===== src/rtl/dec6b4b_pkg.sv =====
// Shared constants for the 6b/4b serial receiver: SYNC word, code table, decoder.
package dec6b4b_pkg;

  typedef enum logic {
    ST_HUNT   = 1'b0,
    ST_LOCKED = 1'b1
  } rx_state_e;

  localparam logic [5:0] SYNC_WORD = 6'b000111;

  // Packed so that CODE_TABLE[n] is the codeword for nibble n (entry F listed first).
  localparam logic [15:0][5:0] CODE_TABLE = {
    6'b110010, 6'b110001, 6'b101100, 6'b101010,
    6'b101001, 6'b100110, 6'b100101, 6'b100011,
    6'b011100, 6'b011010, 6'b011001, 6'b010110,
    6'b010101, 6'b010011, 6'b001110, 6'b001101
  };

  function automatic logic [4:0] decode6b(input logic [5:0] word);
    logic [4:0] res;
    res = 5'b0;
    for (int i = 0; i < 16; i++) begin
      if (CODE_TABLE[i] == word) res = {1'b1, 4'(i)};
    end
    return res;
  endfunction

endpackage


===== src/rtl/dec6b4b_fifo.sv =====
// Small valid/ready FIFO holding decoded nibbles; DEPTH must be a power of two.
module dec6b4b_fifo #(
  parameter int DEPTH = 4,
  parameter int WIDTH = 4
) (
  input  logic             clk,
  input  logic             rst_n,
  input  logic             push_i,
  input  logic [WIDTH-1:0] data_i,
  output logic             full_o,
  output logic [WIDTH-1:0] data_o,
  output logic             valid_o,
  input  logic             ready_i
);

  localparam int AW = $clog2(DEPTH);
  localparam int CW = AW + 1;
  localparam logic [AW:0] FULL_CNT = DEPTH[AW:0];

  logic [WIDTH-1:0] mem_q [DEPTH];
  logic [AW-1:0]    wr_ptr_q, wr_ptr_d, rd_ptr_q, rd_ptr_d;
  logic [AW:0]      cnt_q, cnt_d;
  logic             pop, wr;

  assign valid_o = (cnt_q != '0);
  assign full_o  = (cnt_q == FULL_CNT);
  assign data_o  = mem_q[rd_ptr_q];
  assign pop     = valid_o & ready_i;
  // A pop in the same cycle frees the head slot, so a push into a full FIFO still lands.
  assign wr      = push_i & (~full_o | pop);

  always_comb begin
    wr_ptr_d = wr_ptr_q;
    rd_ptr_d = rd_ptr_q;
    if (wr)  wr_ptr_d = wr_ptr_q + AW'(1);
    if (pop) rd_ptr_d = rd_ptr_q + AW'(1);
    cnt_d = cnt_q + CW'(wr) - CW'(pop);
  end

  always_ff @(posedge clk or negedge rst_n) begin
    if (!rst_n) begin
      wr_ptr_q <= '0;
      rd_ptr_q <= '0;
      cnt_q    <= '0;
    end else begin
      wr_ptr_q <= wr_ptr_d;
      rd_ptr_q <= rd_ptr_d;
      cnt_q    <= cnt_d;
    end
  end

  always_ff @(posedge clk) begin
    if (wr) mem_q[wr_ptr_q] <= data_i;
  end

endmodule


===== src/rtl/dec6b4b_rx.sv =====
// 6b/4b serial receiver: SYNC hunt/lock FSM, word decode and output FIFO.
// Optional DEC6B4B_ERRCNT_EN adds the saturating err_cnt output.
module dec6b4b_rx
  import dec6b4b_pkg::*;
#(
  parameter int MAX_ERR    = 4,
  parameter int FIFO_DEPTH = 4
) (
  input  logic       clk,
  input  logic       rst_n,
  input  logic       sdi,
  input  logic       sdi_en,
  output logic [3:0] o_data,
  output logic       o_valid,
  input  logic       o_ready,
  output logic       locked,
  output logic       code_err,
  output logic       ovf
`ifdef DEC6B4B_ERRCNT_EN
  ,
  output logic [7:0] err_cnt
`endif
);

  localparam logic [3:0] MAX_ERR_C = 4'(MAX_ERR);

  rx_state_e  state_q, state_d;
  logic [5:0] shift_q, shift_d, shift_nxt;
  logic [2:0] bitcnt_q, bitcnt_d;
  logic [3:0] cerr_q, cerr_d;
  logic       push_q, push_d;
  logic [3:0] pdata_q, pdata_d;
  logic       code_err_q, code_err_d;
  logic       ovf_q, ovf_d;
  logic [4:0] dec;
  logic       fifo_full;
`ifdef DEC6B4B_ERRCNT_EN
  logic [7:0] errcnt_q, errcnt_d;
  assign err_cnt = errcnt_q;
`endif

  assign locked   = (state_q == ST_LOCKED);
  assign code_err = code_err_q;
  assign ovf      = ovf_q;

  always_comb begin
    state_d    = state_q;
    shift_d    = shift_q;
    bitcnt_d   = bitcnt_q;
    cerr_d     = cerr_q;
    push_d     = 1'b0;
    pdata_d    = pdata_q;
    code_err_d = 1'b0;
    ovf_d      = ovf_q | (push_q & fifo_full & ~(o_valid & o_ready));
    shift_nxt  = {shift_q[4:0], sdi};
    dec        = decode6b(shift_nxt);
`ifdef DEC6B4B_ERRCNT_EN
    errcnt_d   = errcnt_q;
`endif
    if (sdi_en) begin
      shift_d = shift_nxt;
      case (state_q)
        ST_HUNT: begin
          if (shift_nxt == SYNC_WORD) begin
            state_d  = ST_LOCKED;
            bitcnt_d = 3'd0;
            cerr_d   = 4'd0;
          end
        end
        default: begin
          if (bitcnt_q == 3'd5) begin
            bitcnt_d = 3'd0;
            if (dec[4]) begin
              push_d  = 1'b1;
              pdata_d = dec[3:0];
              cerr_d  = 4'd0;
            end else if (shift_nxt == SYNC_WORD) begin
              cerr_d = 4'd0;
            end else begin
              code_err_d = 1'b1;
`ifdef DEC6B4B_ERRCNT_EN
              if (errcnt_q != 8'hFF) errcnt_d = errcnt_q + 8'd1;
`endif
              if (cerr_q + 4'd1 >= MAX_ERR_C) begin
                state_d = ST_HUNT;
                cerr_d  = 4'd0;
              end else begin
                cerr_d = cerr_q + 4'd1;
              end
            end
          end else begin
            bitcnt_d = bitcnt_q + 3'd1;
          end
        end
      endcase
    end
  end

  always_ff @(posedge clk or negedge rst_n) begin
    if (!rst_n) begin
      state_q    <= ST_HUNT;
      shift_q    <= '0;
      bitcnt_q   <= '0;
      cerr_q     <= '0;
      push_q     <= 1'b0;
      code_err_q <= 1'b0;
      ovf_q      <= 1'b0;
`ifdef DEC6B4B_ERRCNT_EN
      errcnt_q   <= '0;
`endif
    end else begin
      state_q    <= state_d;
      shift_q    <= shift_d;
      bitcnt_q   <= bitcnt_d;
      cerr_q     <= cerr_d;
      push_q     <= push_d;
      code_err_q <= code_err_d;
      ovf_q      <= ovf_d;
`ifdef DEC6B4B_ERRCNT_EN
      errcnt_q   <= errcnt_d;
`endif
    end
  end

  always_ff @(posedge clk) begin
    pdata_q <= pdata_d;
  end

  dec6b4b_fifo #(
    .DEPTH(FIFO_DEPTH),
    .WIDTH(4)
  ) u_fifo (
    .clk    (clk),
    .rst_n  (rst_n),
    .push_i (push_q),
    .data_i (pdata_q),
    .full_o (fifo_full),
    .data_o (o_data),
    .valid_o(o_valid),
    .ready_i(o_ready)
  );

endmodule


===== config.mk =====
export PLATFORM = sky130hd
export DESIGN_NAME = dec6b4b_rx
export DESIGN_NICKNAME = d
export VERILOG_FILES = /design/src/rtl/dec6b4b_pkg.sv /design/src/rtl/dec6b4b_fifo.sv /design/src/rtl/dec6b4b_rx.sv
export SDC_FILE = /design/constraint.sdc
export NUM_CORES = 1
export LEC_CHECK = 0
export BUFFER_PORTS_ARGS = -buffer_cell sky130_fd_sc_hd__buf_2
export CAP_MARGIN = 20
export CORE_ASPECT_RATIO = 0.6
export CORE_UTILIZATION = 25
export CTS_CLUSTER_DIAMETER = 50
export DETAILED_ROUTE_END_ITERATION = 8
export PLACE_DENSITY_LB_ADDON = 0.2
export SETUP_SLACK_MARGIN = 0.05
export SYNTH_ARGS = -nofsm -noshare
export SYNTH_HDL_FRONTEND = slang
export SYNTH_HIERARCHICAL = 1
export SYNTH_SLANG_ARGS = --single-unit

===== constraint.sdc =====
create_clock -name clk -period 2.5 [get_ports clk]
set_clock_uncertainty 0.05 [all_clocks]
set_input_delay 0.375 -clock clk [delete_from_list [all_inputs] [get_ports clk]]
set_output_delay 0.375 -clock clk [all_outputs]
set_load 0.005 [all_outputs]

## Word-level counts from Yosys, hierarchy flattened

Memories as Yosys holds them, arrays and structs flattened.
Index checks and enable logic that the tools add are counted.
Widths: inputs -> output; s select.

- Register bits: 27
- Bits in writable memories: 16
- Bits of input ports: 5
- Output and inout port bits: 8
- Word-level logic and storage cells: 100
- Memories kept: 1

- $add $sub $neg: 6
- Order comparisons: 1
- Equal/unequal tests: 20
- Multiplexer cells: 42
- Bitwise logic cells: 8
- Reductions and logical operators: 8

Memories:

| memory | words | bits a word | rd ports | clocked after memory_dff | write ports | RTL line | RTL |
|---|---|---|---|---|---|---|---|
| u_fifo.mem_q | 4 | 4 | 1 | 0 | 1 | dec6b4b_fifo.sv:20 | `logic [WIDTH-1:0] mem_q [DEPTH];` |

Operators with widths:

| kind | count |
|---|---|
| $mux 5 | 16 |
| $eq 6x6->1 const A | 8 |
| $eq 5x6->1 const A | 6 |
| $mux 4 | 6 |
| $mux 1 | 17 |
| $eq 4x6->1 const A | 2 |
| $mux 3 | 3 |
| $reduce_or 8->1 | 1 |
| $eq 3x3->1 const B | 2 |
| $eq 6x3->1 const B | 1 |
| $add 2x1->2 const B | 2 |
| $add 4x1->4 const B | 1 |
| $and 1x1->1 | 4 |
| $ge 4x3->1 const B | 1 |
| $reduce_and 4->1 | 1 |
| $reduce_or 4->1 | 1 |
| $add 3x1->3 | 1 |
| $add 3x1->3 const B | 1 |
| $reduce_and 3->1 | 1 |
| $reduce_bool 3->1 | 1 |
| $sub 3x1->3 | 1 |
| $ne 2x1->1 const B | 1 |
| $not 1->1 | 2 |
| $or 1x1->1 | 2 |
| other kinds (3) | 3 |

## Longest topological paths before layout

Gate-level depths: netlist of the first run.

- Depth in word-level cells: 21
- Gate-level depth with buffers: 8
- Mapped depth without buffers: 8

## Cells and area by module

Netlist of the first run, hierarchy kept.

By module, submodules not included:

| module | instances | cells each | area each (um2) | sequential area each (um2) |
|---|---|---|---|---|
| dec6b4b_rx | 1 | 113 | 1178.6 | 520.5 |
| dec6b4b_fifo | 1 | 57 | 999.7 | 655.6 |

## Worst setup path before layout of the first run

OpenSTA, ideal clock, no wires.

- Path type: register to register
- Start: reg u_fifo.cnt_q[1]
- End: reg u_fifo.cnt_q[2]
- Setup time: 0.124 ns
- Data arrival time: 2.075 ns
- Required time: 2.326 ns
- Slack: 0.251 ns
- Cell stages (with the launch flop): 9
- Path buffers: 0
- Clock period less this slack: 2.249 ns
- Cells stage by stage: dfrtp_1 or3_2 nand2_1 mux2i_1 ha_1 inv_1 fa_1 xnor2_1 xnor2_1

- Longest elaborated chain between the ends: 6
- Elaborated cells on any way between the ends: 8
- Classes of those cells: 2 x add/sub; 1 x eq/ne; 4 x bitwise; 1 x reduce/logical

RTL lines:

| item | RTL line | RTL |
|---|---|---|
| start: declaration | dec6b4b_fifo.sv:22 | `logic [AW:0] cnt_q, cnt_d;` |
| start signal: assignment | dec6b4b_fifo.sv:48 | `cnt_q <= cnt_d;` |
| $reduce_bool 3->1 * | dec6b4b_fifo.sv:25 | `assign valid_o = (cnt_q != '0);` |
| net o_valid | dec6b4b_rx.sv:14 | `output logic o_valid,` |
| $and 1x1->1 * | dec6b4b_fifo.sv:28 | `assign pop = valid_o & ready_i;` |
| $or 1x1->1 | dec6b4b_fifo.sv:30 | `assign wr = push_i & (~full_o \| pop);` |
| $and 1x1->1 | dec6b4b_fifo.sv:30 |  |
| $add 3x1->3 | dec6b4b_fifo.sv:37 | `cnt_d = cnt_q + CW'(wr) - CW'(pop);` |
| $sub 3x1->3 * | dec6b4b_fifo.sv:37 |  |
| net u_fifo.cnt_d[2] | dec6b4b_fifo.sv:22 |  |

Mark *: on every way through the listed nets, which the timed path passes. The rest lies on a longest branch.
A chain may end at the register's enable or synchronous reset.

## Final worst setup path of the first run

- Start: reg u_fifo.cnt_q[1]
- End: reg u_fifo.cnt_q[2]

- Longest elaborated chain between the ends: 6
- Elaborated cells on any way between the ends: 8
- Classes of those cells: 2 x add/sub; 1 x eq/ne; 4 x bitwise; 1 x reduce/logical

RTL lines:

| item | RTL line |
|---|---|
| $reduce_bool 3->1 or $eq 3x3->1 (tied branches) | dec6b4b_fifo.sv:25, dec6b4b_fifo.sv:26 |
| $and 1x1->1 or $not 1->1 (tied branches) | dec6b4b_fifo.sv:28, dec6b4b_fifo.sv:30 |
| $or 1x1->1 | dec6b4b_fifo.sv:30 |
| $and 1x1->1 | dec6b4b_fifo.sv:30 |
| $add 3x1->3 | dec6b4b_fifo.sv:37 |
| $sub 3x1->3 * | dec6b4b_fifo.sv:37 |
| net u_fifo.cnt_d[2] | dec6b4b_fifo.sv:22 |

Marks and branches as above.

==> metrics.cfg, run 1 <==
[outcome]
outcome = finished clean

[timing]
worstMarginPinSlew_ns = 0.557
setup_violations = 0
period_needed_ns = 2.31
setup_tns_ns = 0
timing.final.crit_share_pct = 92.4
slew_headroom_pct = 62.9
hold_viol = 0
max_freq_ghz = 0.433
final_max_slew_viol_count = 0
grt_setup_unrepaired = no

[cells_and_area]
layout_commonest_cell = dfrtp_1
drive_gt1_share_pct = 24.6
multi_input_area_um2 = 915
area_growth_pct = 15.2
n_antenna_cell = 0
final_nets = 198
seq_area_um2 = 1180
fin_util_pct = 30.7
n_fill_cell = 805
final_cell_mix = 23 x dfrtp_1, 20 x edfxtp_1, 12 x inv_1, 12 x buf_2, 11 x xnor2_1

[critical_path]
cp-start-kind = flip-flop
cp_slowest_cell = or3_2
crit_arrival_ns = 2.47
required_ns = 2.66
crit_buf_inv = 1
path_class = flip-flop to flip-flop
crit_fanout = 4
cpMostUsedCell = xnor2_1
cp-end-kind = flip-flop
cp_slowest_stage_delay_ns = 0.54
crit_family = simple AND/OR/NAND/NOR gates
crit_chain = or3_2, nand2_2, mux2i_1, ha_1, inv_1, fa_1, xnor2_1, xnor2_1

[detailed_routing]
ant_nets = 0
via_per_inst = 4.46
wl_met1_um = 2220
met3WireLength_um = 145
drt-total-wl_um = 3850
vias = 1315
drt-initial-drc-count = 136
wl_per_cell_um = 13.0
routed.top_layer = met4
remaining_drc_errors = 0
route.met2.wl_um = 1440
dr.pass1.iters = 4

[synthesis]
synth-seq-cells = 43
async_flop_share_pct = 53.5
ys_types = 53
synth_cells = 170
synth_area_per_cell_um2 = 12.8
synth_edf_count = 20
ys_seq_area_share_pct = 54.0
yosys_warnings = 6
synth_top_flop_cell = dfrtp_1
synth_nets = 182
syn_area_um2 = 2180

[global_route]
grt_util_all_layers_pct = 10.2
grt_pass1_vias = 1312
antenna_found_initial = 0
grt_max_degree = 24
grt_overflow = 0
grt_first_pass_wirelength_um = 6890

[floorplan]
dieArea_um2 = 9100
die_x_um = 123
io_pins = 13
core_um2 = 8160
core.rowCount = 25
fp.dieH_um = 74.3
initial_core_util_pct = 26.7

[cts]
cts_made_buffers = 5
htreeDepth = 2
cts_root_buf = clkbuf_16
clockBufferDepth = 2
postCtsSetupBuffers = 0
clkTransAtPathRegs_ns = 0.06
cts_sinks = 43
insertion_delay_ns = 0.29
cts_tree = yes

[placement]
dpl.hpwl_um = 2730
port_buffers = 12
gp_congestion = 0.747

[min_path]
hp-class = input pin to async pin

[power]
peakVddDrop_v = 0.000374
powerDensity_nw_per_um2 = 940
total_leakage_power_nw = 0.983

[flow_run]
maxCapViolations = 0

## path summary, 6_finish.rpt
kind / start / endpoint / slack (ns) / cells past startpoint
worst min register to register: ovf / ovf / 0.42 / 1
worst min-delay path: rst_n / shift_q[1] / 0.02 / 1
worst max-delay path: u_fifo/cnt_q[1] / u_fifo/cnt_q[2] / 0.19 / 8
max in group asynchronous: rst_n / u_fifo/rd_ptr_q[0] / 2.00 / 1
worst max register to register: u_fifo/cnt_q[1] / u_fifo/cnt_q[2] / 0.19 / 8
min in group clk: o_ready / u_fifo/rd_ptr_q[0] / 0.37 / 3
## cells in the mapped netlist, drive strengths merged, types with 2 or more instances
cell type	count	area, um^2
nor2	5	18.8
o31ai	2	15.0
o21a	2	22.5
edfxtp	20	601
xnor2	12	124
buf	7	45.0
mux2	5	60.1
nand3	3	15.0
a21oi	2	10.0
nand4	2	12.5
o21ai	11	55.1
o32ai	2	17.5
ha	6	75.1
and2	6	42.5
dfrtp	23	576
or3	3	20.0
nor3	7	40.0
o41ai	2	25.0
inv	12	45.0
mux4	4	90.1
a22o	3	26.3
nand2	7	26.3
nand2b	5	31.3
## stage by stage
step	instance area, um^2	total power [mW]	hold WS, ns	instances	worst slack [ns]
6_report	2510	2.36	0.0196	295	0.191
5_1_grt	2510	2.53	0.0687	295	0.0653
4_1_cts	2510	2.38	0.0336	295	0.150
3_5_place_dp	2360	1.71	0.345	287	0.176
3_3_place_gp	2360	1.72	0.348	287	0.219
2_1_floorplan	2180	1.53	0.0294	170	0.251
## layout make-up
| cell class | instances | area share [%] |
|---|---|---|
| clock inverter | 3 | 0.947 |
| inverter | 12 | 1.79 |
| sequential | 43 | 46.9 |
| clock buffer | 5 | 4.99 |
| tap | 108 | 5.38 |
| multi-input combinational | 108 | 36.4 |
| timing repair buffer | 16 | 3.59 |
## flip-flops by register name (all words and copies together) (netlist names)
name,cells
pdata_q,4
shift_q,5
cerr_q,4
locked,1
push_q,1
u_fifo/cnt_q,3
ovf,1
u_fifo/mem_q,16
u_fifo/wr_ptr_q,2
u_fifo/rd_ptr_q,2
bitcnt_q,3
code_err,1
## cells by family (layout without fill, tap and decap cells)
logic type / after synthesis / count (layout) / share of synthesized area [%]
mux: 10 / 10 / 7.35
xor+xnor: 13 / 13 / 6.09
compound gates: 34 / 34 / 12.1
simple gates: 44 / 44 / 12.0
fa+ha+maj: 7 / 7 / 4.37
buf+inv: 19 / 36 / 4.13
flops: 43 / 43 / 54.0
## report_power, final
part           total, mW  leakage, nW  internal [mW]  switching (mW)
combinational      0.652        0.450          0.352           0.300
sequential          1.04        0.467          0.862           0.183
clock              0.663       0.0664          0.374           0.290
total               2.36        0.983           1.59           0.772
## layer usage
layer | up-vias | global-route usage, %
met1 | 633 | 15.2
met3 | 8 | 3.45
met5 | - | 0
met4 | 0 | 3.66
met2 | 17 | 13.2
li1 | 657 | -
## repair_timing
action | in CTS | in global routing
resized for setup | 0 | 1
hold buffers | 0 | 0
endpoints found under the setup margin | 0 | 1
No activity file was read; power rests on OpenSTA's default activity.
==> run 2, diff against run 1 <==
- BUFFER_PORTS_ARGS: -buffer_cell sky130_fd_sc_hd__buf_2 -> -buffer_cell sky130_fd_sc_hd__buf_4
==> metrics.cfg, run 2 (synthesis results as in run 1) <==
[outcome]
outcome = finished clean

[critical_path]
crit_family = simple AND/OR/NAND/NOR gates
cp-start-kind = flip-flop
path_class = flip-flop to flip-flop
cp_slowest_cell = or3_2
cpMostUsedCell = xnor2_1
crit_chain = or3_2, nand2_1, mux2i_1, ha_1, inv_1, fa_1, xnor2_1, xnor2_1
cp-end-kind = flip-flop
regToRegEndpoint = u_fifo/cnt_q[2]
reg2reg_slack_ns = 0.19  ; about the same
crit_buf_inv = 1  ; unchanged
crit-reg2reg-launch = u_fifo/cnt_q[1]
cp_slowest_stage_delay_ns = 0.54  ; about the same
required_ns = 2.62  ; -0.04 ns
ff2ff_path_depth = 8  ; unchanged
crit_arrival_ns = 2.43  ; -0.04 ns
crit_fanout = 4  ; unchanged

[timing]
grt_setup_unrepaired = no
setup_ws_ns = 0.187  ; -0.00325 ns
timing.final.crit_share_pct = 92.5  ; +0.13 points
slew_headroom_pct = 67.0  ; +4.1 points
setup_violations = 0  ; unchanged
period_needed_ns = 2.31  ; +0.00325 ns
final_max_slew_viol_count = 0  ; unchanged
worstMarginPinSlew_ns = 0.496  ; -0.0614 ns
setup_tns_ns = 0  ; unchanged
hold_viol = 0  ; unchanged
max_freq_ghz = 0.432  ; -0.14%

[min_path]
hold-path-cell-count = 2
hp-class = input pin to flip-flop
min_from = sdi_en
min_to = shift_q[4]

[power]
combPwrFrac_pct = 28.7  ; +1.1 points
peakVddDrop_v = 0.000349  ; -6.8%
p_total_mw = 2.36  ; +0.18%
clockPowerShare_pct = 27.2  ; -0.9 points
powerDensity_nw_per_um2 = 932  ; -0.86%
p_sw_mw = 0.756  ; -2.1%
p_seq_share_pct = 44.2  ; about the same
power.internal_mw = 1.61  ; +1.3%
total_leakage_power_nw = 0.990  ; +0.75%
p_sw_share_pct = 32.0  ; -0.74 points

[cts]
clockBufferDepth = 2  ; unchanged
cts_tree = yes
insertion_delay_ns = 0.28  ; about the same
cts_root_buf = clkbuf_16
cts_sinks = 43  ; unchanged
holdBufCountCts = 1  ; +1
cts_made_buffers = 5  ; unchanged
htreeDepth = 2  ; unchanged
clkTransAtPathRegs_ns = 0.06  ; about the same
post_cts_resized = 0  ; unchanged
postCtsSetupBuffers = 0  ; unchanged

[detailed_routing]
drt-total-wl_um = 3770  ; -2.1%
ant_nets = 0  ; unchanged
met3WireLength_um = 170  ; +17%
route.met2.wl_um = 1420  ; -1.0%
dr.pass1.iters = 4  ; unchanged
vias = 1287  ; -2.1%
routed.top_layer = met4
drt-initial-drc-count = 119  ; -13%
wl_per_cell_um = 12.8  ; -2.1%
wl_met1_um = 2140  ; -3.6%
remaining_drc_errors = 0  ; unchanged
via_per_inst = 4.36  ; -2.1%

[floorplan]
io_pins = 13  ; unchanged
core_um2 = 8160  ; unchanged
die_x_um = 123  ; unchanged
dieArea_um2 = 9100  ; unchanged
initial_core_util_pct = 26.7  ; unchanged
fp.dieH_um = 74.3  ; unchanged
core.rowCount = 25  ; unchanged

[global_route]
antenna_found_initial = 0  ; unchanged
grt_util_all_layers_pct = 9.63  ; -0.53 points
grt_first_pass_wirelength_um = 6560  ; -4.8%
grt_pass1_vias = 1277  ; -2.7%
grt_max_degree = 24  ; unchanged
grt_overflow = 0  ; unchanged

[cells_and_area]
reg_top3 = u_fifo/mem_q x16, shift_q x5
n_antenna_cell = 0  ; unchanged
final_nets = 198  ; unchanged
area_growth_pct = 16.4
largest_reg_flops = 16  ; unchanged
final_cell_mix = 23 x dfrtp_1, 20 x edfxtp_1, 15 x buf_4
finish.instance_area_um2 = 2540  ; +1.0%
fin_util_pct = 31.1  ; +0.32 points
layout_commonest_cell = dfrtp_1
top_register = u_fifo/mem_q
drive_gt1_share_pct = 23.5  ; -1.1 points

[placement]
port_buffers = 12  ; unchanged
gp_congestion = 0.714  ; -4.4%
dpl.hpwl_um = 2740  ; +0.40%
placed_area_um2 = 2380  ; +0.95%
pre_cts_ws_ns = 0.165  ; -0.0107 ns

[flow_run]
maxCapViolations = 0  ; unchanged

## run 2: changes by cell type in the layout (fill, tap and decap cells not counted)
| cell | change |
|---|---|
| clkinv_2 | +1 |
| nand2_1 | +1 |
| buf_4 | +11 |
| nand2_2 | -1 |
| dlygate4sd3_1 | +1 |
| buf_2 | -12 |
| inv_6 | -1 |
## run 2: layout make-up
class	instances	area, um^2
clock buffers	5	125
inverters	12	45.0
well taps	108	135
fillers	823	5630
clock inverters	3	20.0
multi-input cells	108	912
repair buffers	16	123
flip-flops and latches	43	1180
## run 2: how the worst max path moves through the flow
stage                         start         endpoint  slack, ns  cells after the start
floorplan           u_fifo/cnt_q[1]  u_fifo/cnt_q[2]       0.25                      8
global placement    u_fifo/cnt_q[1]  u_fifo/cnt_q[2]       0.20                      8
detailed placement  u_fifo/cnt_q[1]  u_fifo/cnt_q[2]       0.16                      8
CTS                 u_fifo/cnt_q[1]  u_fifo/cnt_q[2]       0.17                      8
global route        u_fifo/cnt_q[1]  u_fifo/cnt_q[2]       0.06                      8
finish              u_fifo/cnt_q[1]  u_fifo/cnt_q[2]       0.19                      8
## run 2: layer usage
| metal | vias to the layer above | global-route usage [%] |
|---|---|---|
| met2 | 18 | 12.7 |
| met3 | 5 | 3.76 |
| met1 | 609 | 14.2 |
| met4 | 0 | 2.85 |
| li1 | 655 | - |
| met5 | - | 0 |
## run 2: power groups by stage
stage | registers [mW] | logic (mW) | clock network, mW
finish | 1.04 | 0.677 | 0.642
floorplan | 0.977 | 0.556 | 0
global route | 1.08 | 0.759 | 0.689
detailed placement | 1.06 | 0.675 | 0
CTS | 1.05 | 0.683 | 0.665
global placement | 1.06 | 0.680 | 0
## run 2: per-stage QoR
| stage | hold WS (ns) | instances |
|---|---|---|
| final | 0.354 | 295 |
| after global routing | 0.389 | 295 |
| after CTS | 0.356 | 295 |
| after global placement | 0.245 | 286 |
| after floorplan | 0.0294 | 170 |
| after detailed placement | 0.247 | 286 |
==> run 3, diff against run 2 <==
- ABC_AREA: default -> 1
- CORE_ASPECT_RATIO: 0.6 -> 1.1
- GPL_ROUTABILITY_DRIVEN: default -> 0
==> metrics.cfg, run 3 <==
[synthesis]
ys_types = 29  ; -45%
synth.most_common_cell = nand2_1
synth_commonest_cells = 45 x nand2_1, 34 x nor2_1, 32 x inv_1
synth_area_per_cell_um2 = 9.04  ; -29%
synth_cells = 238  ; +40%
syn_area_um2 = 2150  ; -1.2%
synth_top_cell_area_share_pct = 27.9  ; +0.34 points
synth_top_flop_cell = dfrtp_1
ys_seq_area_share_pct = 54.7  ; +0.66 points
yosysTopAreaCell = edfxtp_1
yosys_warnings = 6  ; unchanged
synth_nets = 250  ; +37%
yosys-top-cells-area = edfxtp_1 28%, dfrtp_1 27%, nand2_1 7.8%
async_flop_share_pct = 53.5  ; unchanged
synth_edf_count = 20  ; unchanged
synth-seq-cells = 43  ; unchanged

[cts]
insertion_delay_ns = 0.29  ; about the same
post_cts_resized = 0  ; unchanged
holdBufCountCts = 1  ; unchanged
cts_made_buffers = 5  ; unchanged
postCtsSetupBuffers = 0  ; unchanged
htreeDepth = 2  ; unchanged
cts_tree = yes
cts_root_buf = clkbuf_8
clkTransAtPathRegs_ns = 0.08  ; +0.02 ns
clockBufferDepth = 2  ; unchanged
cts_sinks = 43  ; unchanged

[critical_path]
cp-end-kind = output port
path_class = flip-flop to output port
cp-startpoint = u_fifo/rd_ptr_q[0]
crit_fanout = 11  ; +7
crit-reg2reg-launch = u_fifo/cnt_q[1]
worstSetupEndpoint = o_data[0]
cp-start-kind = flip-flop
required_ns = 2.08  ; -0.54 ns
regToRegEndpoint = u_fifo/cnt_q[2]
ff2ff_path_depth = 9  ; +1
reg2reg_slack_ns = 0.66  ; +0.47 ns
crit_arrival_ns = 1.60  ; -0.83 ns

[cells_and_area]
largest_reg_flops = 16  ; unchanged
n_antenna_cell = 0  ; unchanged
reg_top3 = u_fifo/mem_q x16, shift_q x5
layout_commonest_cell = nand2_1
final_cell_mix = 45 x nand2_1, 34 x nor2_1, 32 x inv_1
area_growth_pct = 16.7
finalNonFillerCells = 368  ; +25%
n_fill_cell = 878  ; +6.7%
top_register = u_fifo/mem_q
drive_gt1_share_pct = 12.8  ; -11 points
final_nets = 268  ; +35%
fin_util_pct = 30.0  ; -1.0 points

[timing]
hold_viol = 0  ; unchanged
worstMarginPinSlew_ns = 0.426  ; -0.0697 ns
setup_tns_ns = 0  ; unchanged
final_max_slew_viol_count = 0  ; unchanged
setup_violations = 0  ; unchanged
max_freq_ghz = 0.495  ; +14%
slew_headroom_pct = 71.5  ; +4.5 points
grt_setup_unrepaired = no
timing.final.crit_share_pct = 80.9  ; -12 points
period_needed_ns = 2.02  ; -0.291 ns

[outcome]
outcome = finished clean

[floorplan]
core_um2 = 8360  ; +2.5%
die_x_um = 90.5  ; -26%
core.rowCount = 35  ; +40%
io_pins = 13  ; unchanged
initial_core_util_pct = 25.7  ; -0.95 points
dieArea_um2 = 8980  ; -1.3%
fp.dieH_um = 99.3  ; +34%

[global_route]
use_met1_pct = 12.5  ; -1.7 points
grt_pass1_vias = 1441  ; +13%
grt_util_all_layers_pct = 9.58  ; -0.048 points
use_met2_pct = 15.2  ; +2.5 points
grt_first_pass_wirelength_um = 6850  ; +4.5%
grt_busiest_layer = met2
antenna_found_initial = 0  ; unchanged
grt_overflow = 0  ; unchanged
use_met3_pct = 2.52  ; -1.2 points
grt_max_degree = 24  ; unchanged

[power]
total_leakage_power_nw = 1.15  ; +16%
powerDensity_nw_per_um2 = 837  ; -10%
peakVddDrop_v = 0.000324  ; -7.1%

[detailed_routing]
drt-total-wl_um = 3970  ; +5.3%
remaining_drc_errors = 0  ; unchanged
vias = 1539  ; +20%
ant_nets = 0  ; unchanged
via_per_inst = 4.18  ; -4.1%
dr.pass1.iters = 4  ; unchanged
wl_per_cell_um = 10.8  ; -16%
drt-initial-drc-count = 93  ; -22%

[min_path]
min_from = sdi
hp-class = input pin to flip-flop

[placement]
dpl.hpwl_um = 2940  ; +7.3%
port_buffers = 12  ; unchanged
dp_cells = 359  ; +26%

[flow_run]
maxCapViolations = 0  ; unchanged

run 3: cell types whose count changed in the layout (fill, tap and decap cells not counted), moves of 9 or more:
| cell | before | now |
|---|---|---|
| nand2_1 | 7 | 45 |
| nand3_1 | 3 | 23 |
| inv_1 | 12 | 32 |
| xnor2_1 | 11 | 2 |
| o21ai_0 | 9 | 19 |
| nor2_1 | 5 | 34 |
run 3: cell type report:
| type | count | area (um^2) | area share, % |
|---|---|---|---|
| Tap cell | 111 | 139 | 5.53 |
| Clock inverter | 2 | 60.1 | 2.39 |
| Sequential cell | 43 | 1180 | 46.8 |
| Timing Repair Buffer | 13 | 100 | 3.98 |
| Inverter | 33 | 124 | 4.93 |
| Clock buffer | 6 | 72.6 | 2.89 |
| Multi-Input combinational cell | 160 | 841 | 33.5 |
run 3: cell families after synthesis:
logic type | after synthesis | share of synthesized area (%)
simple gates | 120 | 25.4
flops | 43 | 54.7
buf+inv | 35 | 6.28
compound gates | 29 | 7.62
fa+ha+maj | 7 | 4.42
xor+xnor | 4 | 1.63
run 3: report_power, final:
part	switching [mW]	internal [mW]
Combinational	0.297	0.228
Sequential	0.118	0.824
Clock	0.236	0.399
Total	0.651	1.45
run 3: metrics by stage:
| stage | total power [mW] | instance area (um^2) | hold WS [ns] | setup slack (ns) |
|---|---|---|---|---|
| after floorplan | 1.31 | 2150 | 0.0294 | 0.773 |
| after global placement | 1.49 | 2370 | 0.255 | 0.645 |
| final | 2.10 | 2510 | 0.289 | 0.478 |
| after CTS | 2.15 | 2510 | 0.271 | 0.437 |
| after detailed placement | 1.49 | 2370 | 0.261 | 0.620 |
| after global routing | 2.26 | 2510 | 0.279 | 0.303 |
run 3: critical path, cell delays in order (launching register included):
cell,delay [ns]
dfrtp_1,0.60
inv_1,0.25
o21ai_0,0.20
o21ai_0,0.11
buf_4,0.14
run 3: worst min-delay path by stage:
stage / endpoint / depth (start not counted) / slack, ns
after floorplan: bitcnt_q[0] / 0 / 0.03
after global placement: cerr_q[2] / 1 / 0.26
after detailed placement: cerr_q[3] / 1 / 0.26
after CTS: shift_q[0] / 3 / 0.27
after global routing: shift_q[0] / 3 / 0.28
final: shift_q[0] / 3 / 0.29
run 3: per-layer routing:
layer,up-vias,part of all wire (%)
met2,25,47
li1,805,-
met5,-,0
met3,5,2.8
met4,0,1.5
met1,704,49
